## config.mk

```make
export PLATFORM = sky130hd
export DESIGN_NAME = ssd_scan_driver
export DESIGN_NICKNAME = d
export VERILOG_FILES = /design/src/rtl/ssd_scan_driver.sv
export SDC_FILE = /design/constraint.sdc
export NUM_CORES = 1
export LEC_CHECK = 0
export CAP_MARGIN = 20
export CORE_ASPECT_RATIO = 1.4
export CORE_MARGIN = 5
export CORE_UTILIZATION = 25
export DETAILED_ROUTE_END_ITERATION = 10
export SLEW_MARGIN = 20
export SYNTH_ARGS = -nofsm -noshare
export SYNTH_HDL_FRONTEND = slang
export SYNTH_SLANG_ARGS = --single-unit
```

## constraint.sdc

```tcl
create_clock -name ClkPort -period 3.8 [get_ports ClkPort]
set_input_delay 0.95 -clock ClkPort [delete_from_list [all_inputs] [get_ports ClkPort]]
set_output_delay 0.95 -clock ClkPort [all_outputs]
set_load 0.02 [all_outputs]
```

## src/rtl/ssd_scan_driver.sv

```systemverilog
// ---------------------------------------------------------------------------
// ssd_scan_driver
//
// Purpose:
//   Time-multiplexes NUM_DIGITS hex digits onto a shared set of active-low
//   seven-segment cathodes. Each digit has an enable and a decimal point, and
//   all digits share a PWM brightness code. The inputs are captured as one
//   coherent snapshot at the end of every scan frame, so a digit value can
//   never change partway through a frame (no tearing).
//
// Optional feature:
//   SSD_LZB_EN - when defined, leading zeros are blanked at snapshot time.
//                Digit k (k >= 1) is blanked if it and every higher enabled
//                digit hold 0 with the decimal point off. Disabled digits are
//                transparent to that chain. Digit 0 is never blanked.
//
// Parameters:
//   NUM_DIGITS  number of digits / anodes (1..8)
//   SCAN_DIV_W  prescaler width; one digit slot lasts 2^SCAN_DIV_W clocks
//   BRIGHT_W    brightness code width (<= SCAN_DIV_W)
//
// Ports:
//   ClkPort     system clock
//   Reset_n     synchronous active-low reset
//   digits_in   packed hex digits, digit k = [4k+3:4k], digit 0 rightmost
//   dp_in       per-digit decimal point, 1 = lit
//   digit_en    per-digit enable, 0 = anode held off for its slot
//   brightness  on-time code, duty = code / 2^BRIGHT_W, 0 = dark
//   An          anodes, active low, registered
//   Cathodes    {Ca,Cb,Cc,Cd,Ce,Cf,Cg,Dp}, active low, registered
//   frame_done  one-cycle pulse on the clock a snapshot is taken
// ---------------------------------------------------------------------------
module ssd_scan_driver #(
    parameter int NUM_DIGITS = 8,
    parameter int SCAN_DIV_W = 18,
    parameter int BRIGHT_W   = 4
) (
    input  logic                    ClkPort,
    input  logic                    Reset_n,
    input  logic [4*NUM_DIGITS-1:0] digits_in,
    input  logic [NUM_DIGITS-1:0]   dp_in,
    input  logic [NUM_DIGITS-1:0]   digit_en,
    input  logic [BRIGHT_W-1:0]     brightness,
    output logic [NUM_DIGITS-1:0]   An,
    output logic [7:0]              Cathodes,
    output logic                    frame_done
);

    localparam int                SLOT_W    = (NUM_DIGITS > 1) ? $clog2(NUM_DIGITS) : 1;
    localparam logic [SLOT_W-1:0] LAST_SLOT = SLOT_W'(NUM_DIGITS - 1);

    // Segment pattern {a,b,c,d,e,f,g}, active low.
    function automatic logic [6:0] seg7(input logic [3:0] value);
        logic [6:0] seg;
        case (value)
            4'h0: seg = 7'b0000001;
            4'h1: seg = 7'b1001111;
            4'h2: seg = 7'b0010010;
            4'h3: seg = 7'b0000110;
            4'h4: seg = 7'b1001100;
            4'h5: seg = 7'b0100100;
            4'h6: seg = 7'b0100000;
            4'h7: seg = 7'b0001111;
            4'h8: seg = 7'b0000000;
            4'h9: seg = 7'b0000100;
            4'hA: seg = 7'b0001000;
            4'hB: seg = 7'b1100000;
            4'hC: seg = 7'b0110001;
            4'hD: seg = 7'b1000010;
            4'hE: seg = 7'b0110000;
            4'hF: seg = 7'b0111000;
        endcase
        return seg;
    endfunction

    // Scan timing state
    logic [SCAN_DIV_W-1:0] cnt_q, cnt_d;
    logic [SLOT_W-1:0]     slot_q, slot_d;
    logic                  load_pending_q, load_pending_d;

    // Frame snapshot
    logic [NUM_DIGITS-1:0][3:0] digit_snap_q, digit_snap_d;
    logic [NUM_DIGITS-1:0]      dp_snap_q, dp_snap_d;
    logic [NUM_DIGITS-1:0]      en_snap_q, en_snap_d;
    logic [BRIGHT_W-1:0]        bright_snap_q, bright_snap_d;

    // Registered outputs
    logic [NUM_DIGITS-1:0] an_q, an_d;
    logic [7:0]            cath_q, cath_d;
    logic                  frame_done_q, frame_done_d;

    logic                  cnt_wrap;
    logic                  snap_take;
    logic                  an_on;
    logic [NUM_DIGITS-1:0] en_load;  // enable mask as it will be stored in the snapshot

`ifdef SSD_LZB_EN
    logic [NUM_DIGITS-1:0] lzb_mask;
    logic                  lzb_chain;

    // Walk from the most significant digit down; the chain stays alive only
    // while every enabled digit seen so far is a plain zero.
    always_comb begin
        lzb_mask  = '0;
        lzb_chain = 1'b1;
        for (int k = NUM_DIGITS - 1; k >= 1; k--) begin
            if (digit_en[k]) begin
                if (digits_in[4*k +: 4] == 4'h0 && !dp_in[k]) begin
                    lzb_mask[k] = lzb_chain;
                end else begin
                    lzb_chain = 1'b0;
                end
            end
        end
    end

    assign en_load = digit_en & ~lzb_mask;
`else
    assign en_load = digit_en;
`endif

    always_comb begin
        // NOTE: every signal written here gets a default first so no path
        // leaves one unassigned, which would infer a latch.
        cnt_wrap  = &cnt_q;
        snap_take = load_pending_q || (cnt_wrap && slot_q == LAST_SLOT);

        cnt_d  = cnt_q + 1'b1;
        slot_d = slot_q;
        if (cnt_wrap) begin
            slot_d = (slot_q == LAST_SLOT) ? '0 : slot_q + 1'b1;
        end

        // The pending flag only ever survives the first clock out of reset,
        // and that clock always takes a snapshot.
        load_pending_d = 1'b0;

        digit_snap_d  = digit_snap_q;
        dp_snap_d     = dp_snap_q;
        en_snap_d     = en_snap_q;
        bright_snap_d = bright_snap_q;
        if (snap_take) begin
            digit_snap_d  = digits_in;
            dp_snap_d     = dp_in;
            en_snap_d     = en_load;
            bright_snap_d = brightness;
        end
        frame_done_d = snap_take;

        // The top bits of the prescaler form a ramp that the brightness code
        // is compared against, giving code/2^BRIGHT_W on-time per slot.
        an_on  = en_snap_q[slot_q] && (cnt_q[SCAN_DIV_W-1 -: BRIGHT_W] < bright_snap_q);
        an_d   = '1;
        cath_d = 8'hFF;  // blank cathodes while the anode is off to avoid ghosting
        if (an_on) begin
            an_d[slot_q] = 1'b0;
            cath_d       = {seg7(digit_snap_q[slot_q]), ~dp_snap_q[slot_q]};
        end
    end

    always_ff @(posedge ClkPort) begin
        // NOTE: sequential state uses non-blocking assignments so every
        // register samples the pre-edge values of the others.
        if (!Reset_n) begin
            cnt_q          <= '0;
            slot_q         <= '0;
            load_pending_q <= 1'b1;
            // NOTE: the snapshot is cleared on reset because the output stage
            // reads it on the very first clock, before any capture lands.
            digit_snap_q   <= '0;
            dp_snap_q      <= '0;
            en_snap_q      <= '0;
            bright_snap_q  <= '0;
            an_q           <= '1;
            cath_q         <= 8'hFF;
            frame_done_q   <= 1'b0;
        end else begin
            cnt_q          <= cnt_d;
            slot_q         <= slot_d;
            load_pending_q <= load_pending_d;
            digit_snap_q   <= digit_snap_d;
            dp_snap_q      <= dp_snap_d;
            en_snap_q      <= en_snap_d;
            bright_snap_q  <= bright_snap_d;
            an_q           <= an_d;
            cath_q         <= cath_d;
            frame_done_q   <= frame_done_d;
        end
    end

    assign An         = an_q;
    assign Cathodes   = cath_q;
    assign frame_done = frame_done_q;

endmodule

```

==> impl_summary.log <==
INFO  metric tritoncts.num_buffers = 9
INFO  metric crit_path_cell_trace = buf_4 -> mux2i_1 -> a311oi_1 -> o221ai_1 -> a21oi_2 -> o221ai_1
INFO  metric final-setup-viol-count = 0
INFO  metric critPathTopFamily = compound AO/OA/AOI/OAI gates
INFO  metric number_of_different_library_cells_in_the_post_synthesis_netlist = 46
INFO  metric post-layout-total-power = 2.05 mW
INFO  metric clkSinkCount = 91
INFO  metric htree_levels = 3
INFO  metric grt_pass1_wl = 15900 um
INFO  metric tritoncts = done
INFO  metric maxClockFrequency = 341 MHz
INFO  metric drtIter0Drc = 153
INFO  metric post-route-util = 32.6%
INFO  metric worst_hold_startpoint = dp_snap_q[2]
INFO  metric starting_density = 25.5%
INFO  metric synth_warnings = 0
INFO  metric worstMarginPinSlew = 970 ps
INFO  metric synthesis.nets = 512
INFO  metric p_per_area = 402 mW/mm^2
INFO  metric cellLeakagePower = 1.89 nW
INFO  metric worst_ep_arrival_time = 3090 ps
INFO  metric status = completed
INFO  metric clk_transition_reported_paths = 70 ps
INFO  metric regToRegSetupSlack = 870 ps
INFO  metric grt-ovfl-total = 0
INFO  metric wl_per_cell = 13.8 um
INFO  metric pin_count = 71
INFO  metric synth.top_cell.area_share = 45.8%
INFO  metric grt_setup_unrepaired = no
INFO  metric fp.coreArea = 0.0156 mm^2
INFO  metric yosys_register_bits = 91
INFO  metric finalMaxSlewViolations = 0
INFO  metric critical_path_required = 3960 ps
INFO  metric total_iterations_of_the_first_detailed_routing_run = 4
INFO  metric synth-edff-count = 0
INFO  metric dp_hpwl = 7230 um
INFO  metric seq_area_frac_synth = 45.8%
INFO  metric fin_tns_setup = 0 ps
INFO  metric regToRegStartpoint = slot_q[0]
INFO  metric nNetsFinal = 572
INFO  metric gpl.final_weighted_congestion = 0.773
INFO  metric peakVddDrop = 0.173 mV
INFO  metric die_h = 159 um
INFO  metric clock-skew-final = 8.16 ps
INFO  metric netlist_top_cells_area = dfxtp_1, nand2_1, a21oi_1, mux2i_1, ha_1
INFO  metric slew-limit-headroom = 35.2%
INFO  metric yosys.area.top_type = dfxtp_1
INFO  metric max_cap_violations = 0
INFO  metric port_buffers = 70
INFO  metric synth-async-reset-ratio = 0%
INFO  metric synthesized_netlist_cell_count = 446
INFO  metric areaGrowthSynthToFinish = 28.1%
INFO  metric grt_util_overall = 10.7%
INFO  metric path_common_cell = o221ai_1
INFO  metric sum_of_buffers_and_inverters_on_the_critical_path = 1
INFO  metric ctsResizeCount = 0
INFO  metric dieArea = 0.0186 mm^2
INFO  metric worstHoldPathType = reg2reg
INFO  metric count_of_antenna_diodes_in_the_layout = 0
INFO  metric largest_net_degree_at_the_start_of_global_routing = 73
INFO  metric crit_fanout = 23
INFO  metric detail_route.wirelength = 9730 um
INFO  metric die_width = 117 um
INFO  metric synth_area = 0.00398 mm^2
INFO  metric detail-route-antenna-nets = 0
INFO  metric yosys_most_used_dff = dfxtp_1
INFO  metric post-cts-setup-buffers = 0
INFO  metric timing.final.hold_violations = 0
INFO  metric clock_insertion_delay_worst_skew = 340 ps
INFO  metric crit_start = slot_q[0]
INFO  metric holdBufCountCts = 0
INFO  metric worst-setup-path-type = reg2reg
INFO  metric num_vias = 3246
INFO  metric clk_root_buffer_cell = clkbuf_16
INFO  metric syn_avg_cell_area = 8.92 um^2
INFO  metric timing.critical_path.slowest_stage_cell = dfxtp_1
INFO  metric routed_via_density = 4.59
INFO  metric drcViolationCount = 0
INFO  metric fp-row-count = 54
INFO  metric final_layout_size_suffix_gt1_share = 8.22%
INFO  metric initial_antenna_violation_count = 0
INFO  metric period_minus_slack = 2930 ps
INFO  metric fin_crit_share = 77.1%
INFO  metric clockBufferDepth = 2
INFO  metric critical_path.max_stage_delay = 960 ps
INFO  metric critical_path.startpoint_type = register
INFO  metric worst_setup_path_end_kind = register
INFO  metric first_global_vias = 3286
[cells by family after synthesis]
logic type	synth area share, %
and+or+nand+nor	19.9
xor gates and xnor gates	3.30
buffers and inverters	5.16
muxes	10.4
DFF	45.8
adders and majority gates	3.77
AOI/OAI and AO/OA	11.7
[placed cells by master, fill, tap and decap left out, drive strengths merged]
cell / count
a211oi: 1
a21o: 4
a21oi: 59
a311oi: 1
a31o: 2
a31oi: 1
a32oi: 1
and2: 3
and3: 5
buf: 6
clkbuf: 9
clkdlybuf4s50: 70
clkinv: 1
clkinvlp: 1
dfxtp: 91
ha: 12
inv: 14
mux2: 9
mux2i: 17
mux4: 6
nand2: 116
nand2b: 1
nand3: 14
nand3b: 2
nand4: 6
nor2: 20
nor2b: 3
nor3: 4
nor3b: 2
nor4: 2
o211ai: 2
o21ai: 1
o221ai: 5
o31ai: 1
o32a: 1
or3: 2
or3b: 1
xnor2: 9
xor2: 6
[area by class of cell]
| cell class | instances | area (um^2) |
|---|---|---|
| sequential | 91 | 1820 |
| timing repair buffer | 76 | 746 |
| fill | 1667 | 10500 |
| tap | 196 | 245 |
| clock buffer | 9 | 225 |
| clock inverter | 7 | 56.3 |
| inverter | 9 | 33.8 |
| multi-input combinational | 319 | 1970 |
[sequential cells by signal, summed over array words and instances, names as in the netlist]
| name | count |
|---|---|
| digit_snap_q | 32 |
| cnt_q | 18 |
| An | 8 |
| Cathodes | 8 |
| dp_snap_q | 8 |
| en_snap_q | 8 |
| bright_snap_q | 4 |
| slot_q | 3 |
| frame_done | 1 |
| load_pending_q | 1 |
[through the flow]
step	hold slack, ps	cells	worst slack, ps	instance area, um^2
6_report	450	707	871	5090
2_1_floorplan	427	446	1490	3980
4_1_cts	452	707	871	5090
3_5_place_dp	442	691	751	4810
5_1_grt	470	707	626	5090
3_3_place_gp	434	691	872	4810
[Yosys cell counts (2+ instances only)]
cell        n
buf_4       6
inv_1       8
dfxtp_1    91
a21oi_1    58
nor2_1     20
nand3_1    14
xor2_1      6
and2_1      3
nor3b_1     2
nand4_1     6
a21o_1      4
xnor2_1     9
nand3b_1    2
a31o_2      2
mux2_2      7
nand2_1   116
o221ai_1    5
and3_1      5
buf_6       3
ha_1       12
mux4_2      5
mux2i_1    17
or3_1       2
clkbuf_1   10
nor2b_1     3
nor3_1      4
buf_2       7
[worst paths after layout]
check,endpoint,cells past startpoint
max,Cathodes[3],6
min,dp_snap_q[2],2
max reg2reg,Cathodes[3],6
min reg2reg,dp_snap_q[2],2
[tightest hold or removal path, delay by kind of cell (launching register included)]
| kind | cells | cell delay, ps |
|---|---|---|
| and+or+nand+nor | 1 | 50 |
| DFF | 1 | 310 |
| AOI/OAI and AO/OA | 1 | 50 |
[where the power goes]
group	total [mW]	switching (mW)	leakage, nW	internal, mW
logic	0.188	0.0887	1.01	0.0995
registers	1.01	0.0205	0.745	0.990
clock network	0.847	0.393	0.138	0.454
total	2.05	0.503	1.89	1.54
[per-layer routing]
| layer | share of wire, % | track usage (%) |
|---|---|---|
| met1 | 40 | 12.1 |
| met2 | 53 | 18.7 |
| met3 | 5.3 | 3.19 |
| met4 | 1.7 | 3.55 |
| met5 | 0 | 0 |
Note: power is estimated with default switching activity, not from simulation.
